<file path="src/rtl/tdm_demux_rx_pkg.sv">
// Constants and FSM encoding for the TDM link. The matching transmitter uses
// the same package.
package tdm_demux_rx_pkg;

    localparam int TDM_NUM_CH = 4;

    typedef enum logic {
        HUNT   = 1'b0,
        LOCKED = 1'b1
    } tdm_state_t;

endpackage

</file>
<file path="src/rtl/tdm_demux_rx.sv">
// TDM frame receiver. It collects four slot beats per frame into a shadow
// buffer and publishes them only when the whole frame has arrived.
module tdm_demux_rx
    import tdm_demux_rx_pkg::*;
#(
    parameter int WIDTH  = 4,
    parameter int NUM_CH = TDM_NUM_CH
) (
    input  logic             clk,
    input  logic             reset,
    input  logic             enable,
    input  logic             valid,
    input  logic             frame_start,
    input  logic [WIDTH-1:0] data_in,
    output logic [WIDTH-1:0] ch0,
    output logic [WIDTH-1:0] ch1,
    output logic [WIDTH-1:0] ch2,
    output logic [WIDTH-1:0] ch3,
    output logic             frame_done,
    output logic             sync_err,
    output logic             locked,
    output logic [7:0]       frame_count
);

    localparam logic [1:0] LAST_SLOT = 2'(NUM_CH - 1);

    tdm_state_t       state_q, state_d;
    logic [1:0]       slot_q, slot_d;
    logic [WIDTH-1:0] shadow_q [NUM_CH-1];
    logic [WIDTH-1:0] shadow_d [NUM_CH-1];
    logic [WIDTH-1:0] ch_q [NUM_CH];
    logic [WIDTH-1:0] ch_d [NUM_CH];
    logic             frame_done_q, frame_done_d;
    logic             sync_err_q, sync_err_d;
    logic [7:0]       count_q, count_d;
    logic             wr_en;
    logic [1:0]       wr_idx;

    always_comb begin
        state_d      = state_q;
        slot_d       = slot_q;
        shadow_d     = shadow_q;
        ch_d         = ch_q;
        frame_done_d = 1'b0;
        sync_err_d   = 1'b0;
        count_d      = count_q;
        wr_en        = 1'b0;
        wr_idx       = 2'd0;

        if (enable && valid) begin
            case (state_q)
                HUNT: begin
                    if (frame_start) begin
                        wr_en   = 1'b1;
                        slot_d  = 2'd1;
                        state_d = LOCKED;
                    end
                end
                LOCKED: begin
                    if (frame_start) begin
                        // A frame start anywhere but slot 0 aborts the partial frame and restarts it.
                        sync_err_d = (slot_q != 2'd0);
                        wr_en      = 1'b1;
                        slot_d     = 2'd1;
                    end else if (slot_q == 2'd0) begin
                        sync_err_d = 1'b1;
                        state_d    = HUNT;
                    end else if (slot_q == LAST_SLOT) begin
                        for (int i = 0; i < NUM_CH - 1; i++) begin
                            ch_d[i] = shadow_q[i];
                        end
                        ch_d[NUM_CH-1] = data_in;
                        frame_done_d   = 1'b1;
                        count_d        = count_q + 8'd1;
                        slot_d         = 2'd0;
                    end else begin
                        wr_en  = 1'b1;
                        wr_idx = slot_q;
                        slot_d = slot_q + 2'd1;
                    end
                end
                default: state_d = HUNT;
            endcase
        end

        for (int i = 0; i < NUM_CH - 1; i++) begin
            if (wr_en && (wr_idx == 2'(i))) begin
                shadow_d[i] = data_in;
            end
        end
    end

    always_ff @(posedge clk or posedge reset) begin
        if (reset) begin
            state_q      <= HUNT;
            slot_q       <= 2'd0;
            frame_done_q <= 1'b0;
            sync_err_q   <= 1'b0;
            count_q      <= 8'd0;
            for (int i = 0; i < NUM_CH - 1; i++) begin
                shadow_q[i] <= '0;
            end
            for (int i = 0; i < NUM_CH; i++) begin
                ch_q[i] <= '0;
            end
        end else begin
            state_q      <= state_d;
            slot_q       <= slot_d;
            frame_done_q <= frame_done_d;
            sync_err_q   <= sync_err_d;
            count_q      <= count_d;
            shadow_q     <= shadow_d;
            ch_q         <= ch_d;
        end
    end

    assign ch0         = ch_q[0];
    assign ch1         = ch_q[1];
    assign ch2         = ch_q[2];
    assign ch3         = ch_q[3];
    assign frame_done  = frame_done_q;
    assign sync_err    = sync_err_q;
    assign locked      = (state_q == LOCKED);
    assign frame_count = count_q;

endmodule

</file>
<file path="config.mk">
export PLATFORM = sky130hd
export DESIGN_NAME = tdm_demux_rx
export DESIGN_NICKNAME = d
export VERILOG_FILES = /design/src/rtl/tdm_demux_rx_pkg.sv /design/src/rtl/tdm_demux_rx.sv
export SDC_FILE = /design/constraint.sdc
export NUM_CORES = 1
export LEC_CHECK = 0
export ABC_CLOCK_PERIOD_IN_PS = 2390
export BUFFER_PORTS_ARGS = -buffer_cell sky130_fd_sc_hd__clkbuf_2
export CAP_MARGIN = 20
export CORE_UTILIZATION = 53
export CTS_BUF_LIST = sky130_fd_sc_hd__clkbuf_4 sky130_fd_sc_hd__clkbuf_8 sky130_fd_sc_hd__clkbuf_16
export DETAILED_ROUTE_END_ITERATION = 10
export GPL_TIMING_DRIVEN = 0
export HOLD_SLACK_MARGIN = 0.15
export PLACE_DENSITY = 0.77
export SETUP_SLACK_MARGIN = 0.1
export SYNTH_ARGS = -nofsm -noshare
export SYNTH_HDL_FRONTEND = slang
export SYNTH_SLANG_ARGS = --single-unit
</file>
<file path="constraint.sdc">
create_clock -name clk -period 2.39 [get_ports clk]
set_input_delay 0.478 -clock clk [delete_from_list [all_inputs] [get_ports clk]]
set_output_delay 0.478 -clock clk [all_outputs]
set_load 0.05 [all_outputs]
</file>
==> flow_metrics.tcl <==
set metrics [dict create \
    cp.arrival_ns 2.40 \
    yosysTopAreaCell "dfrtp_1" \
    drv_slew 0 \
    worst-setup-path-type "flip-flop to flip-flop" \
    numCtsBuffers 5 \
    period_needed_ns 2.165 \
    wl_per_cell_um 14.68 \
    clock_path_buffers 2 \
    cts_hold_buf 0 \
    first_pass_iters 4 \
    slew_headroom 0.4638 \
    synth_cells 127 \
    slowest_stage "dfrtp_1" \
    cts.sinks 41 \
    root_buffer "clkbuf_4" \
    rrSetupSlack_ns 0.22 \
    nNetsFinal 185 \
    top_layer "met4" \
    routabilityCongestion 0.7685 \
    coreArea_um2 3128 \
    antenna_left 0 \
    die_h_um 60.23 \
    grt_pass1_wl_um 5319 \
    finalSetupViolCount 0 \
    ys_ff_latch 41 \
    viasPerCell 5.362 \
    period_share 0.9060 \
    finalWorstSetupSlack_ns 0.2247 \
    initial_utilization 0.5744 \
    ys_async_sr_fraction 1.000 \
    ctsResizeCount 0 \
    cts_setup_buffers 0 \
    cts.clk_slew.worst_paths_ns 0.11 \
    drc 0 \
    cp_max_fo 10 \
    power_density_nw_per_um2 1236 \
    endpoint_kind "flip-flop" \
    synthFlopType "dfrtp_1" \
    wl_met3_um 107 \
    dieArea_um2 3627 \
    placementRows 20 \
    worstPathCellList "inv_1 > ha_1 > inv_1 > ha_1 > nand2_1 > nor2_4 > buf_6 > mux2_2" \
    status "complete, no violations" \
    insertion_delay_ns 0.34 \
    synth.yosys.seq_area_share 0.5710 \
    antenna_found_initial 0 \
    synthTopCellsByArea "dfrtp_1 (57%), mux2_2 (18%), ha_1 (5.6%)" \
    io_pins 36 \
    p_leak_nw 1.057 \
    grt_max_degree 42 \
    grt_pass1_vias 1159 \
    synth.distinct_cells 33 \
    m1WireLength_um 1299 \
    area_growth_pct 15.60 \
    synth_common_cells "dfrtp_1 (41), mux2_2 (29), ha_1 (8), inv_1 (6), xor2_1 (5)" \
    htreeDepth 2 \
    finClkSkew_ns 0.003915 \
    synth_nets 144 \
    utilization 0.6640 \
    grt_usage 0.2089 \
    globalRoute.totalOverflow 0 \
    drt-total-wl_um 3126 \
    critPathRequiredTime_ns 2.63 \
    vias 1142 \
    die_w_um 60.23 \
    syn_area_um2 1797 \
    fmax_ghz 0.4618 \
    yosysTopAreaCellShare 0.5710 \
    slowest_delay_ns 0.50 \
    post-place-ws_ns 0.2432 \
    min_path_type "input port to async pin" \
    drv_cap 0 \
    dp_hpwl_um 2286 \
    synth.most_common_cell "dfrtp_1" \
    yosys_warnings 0 \
    hold_viol 0 \
    rsz0062_at_grt "no" \
    diodes 0 \
    tightest_slew_ns 0.8032 \
    fillers 257 \
    ir_drop_v 0.0007309 \
    cts_tree "built" \
    syn_area_per_cell_um2 14.15 \
    drive_gt1_frac 0.4615 \
    portBuffers 34 \
    start_kind "flip-flop" \
    tns_ns 0 \
    wl_met2_um 1632 \
    synth_edf_count 0 \
    drt_iter0_drc 29 \
]
-- cell type report --
class                           count  area (um^2)  share of cell area
Sequential cell                    41         1026              0.4940
Multi-Input combinational cell     77        725.7              0.3494
Timing Repair Buffer               34        170.2             0.08193
Tap cell                           44        55.05             0.02651
Clock buffer                        6        45.04             0.02169
Buffer                              3        22.52             0.01084
Inverter                            6        22.52             0.01084
Clock inverter                      2        10.01            0.004819
-- flip-flops by register name, summed over array words and instances, names as in the netlist, 2 cells and up --
name	flops
ch0	4
ch1	4
ch2	4
ch3	4
frame_count	8
shadow_q	12
slot_q	2
-- worst paths after layout --
check	from	to	depth (start not counted)
worst max register to register	slot_q[0]	frame_count[1]	8
min in group clk	data_in[3]	shadow_q[11]	2
worst min-delay path	reset	ch2[3]	2
worst min register to register	frame_count[7]	frame_count[7]	1
max in group asynchronous	reset	frame_count[4]	2
worst max-delay path	slot_q[0]	frame_count[1]	8
-- per-layer routing --
layer | up-vias | global-route usage
li1 | 530 | -
met1 | 578 | 0.2380
met2 | 25 | 0.3532
met3 | 9 | 0.04545
met4 | 0 | 0.1296
met5 | - | 0
-- logic make-up after synthesis --
group | synth area share
mux | 0.1873
xor+xnor | 0.03412
buf+inv | 0.02507
fa+ha+maj | 0.05571
flops | 0.5710
simple gates | 0.1052
compound gates | 0.02159
-- stage by stage --
step	hold WS (ns)	cells	power (mW)	instance area [um^2]
after floorplan	0.4736	127	1.982	1797
after global routing	0.3226	213	2.719	2077
final	0.2548	213	2.568	2077
after detailed placement	0.4608	205	2.253	2022
after global placement	0.4568	205	2.201	2022
after CTS	0.2864	213	2.592	2077
-- worst max-delay path: cells and delay by family, from the launching register on --
family	cells	cell delay, ns
multiplexers	1	0.34
buffers and inverters	3	0.37
adder cells (fa/ha/maj)	2	0.40
AND/OR/NAND/NOR	2	0.44
flip-flops	1	0.50
-- cells in the final DEF (no fill, tap or decap), types with 2 or more instances in the layout --
master,netlist,final
mux2_2,29,29
or3_1,2,2
clkbuf_4,0,6
dfrtp_1,41,41
nand2_1,4,4
nand4_1,2,2
ha_1,8,8
nor3_1,3,3
inv_1,6,5
clkbuf_2,0,34
xnor2_1,2,2
clkinv_2,0,2
nand3_1,3,3
xor2_1,5,5
-- power by group --
group	switching, mW	total, mW	internal [mW]
combinational	0.785	1.16	0.372
sequential	0.149	1.07	0.925
clock	0.213	0.337	0.124
(Power assumes the default switching activity.)
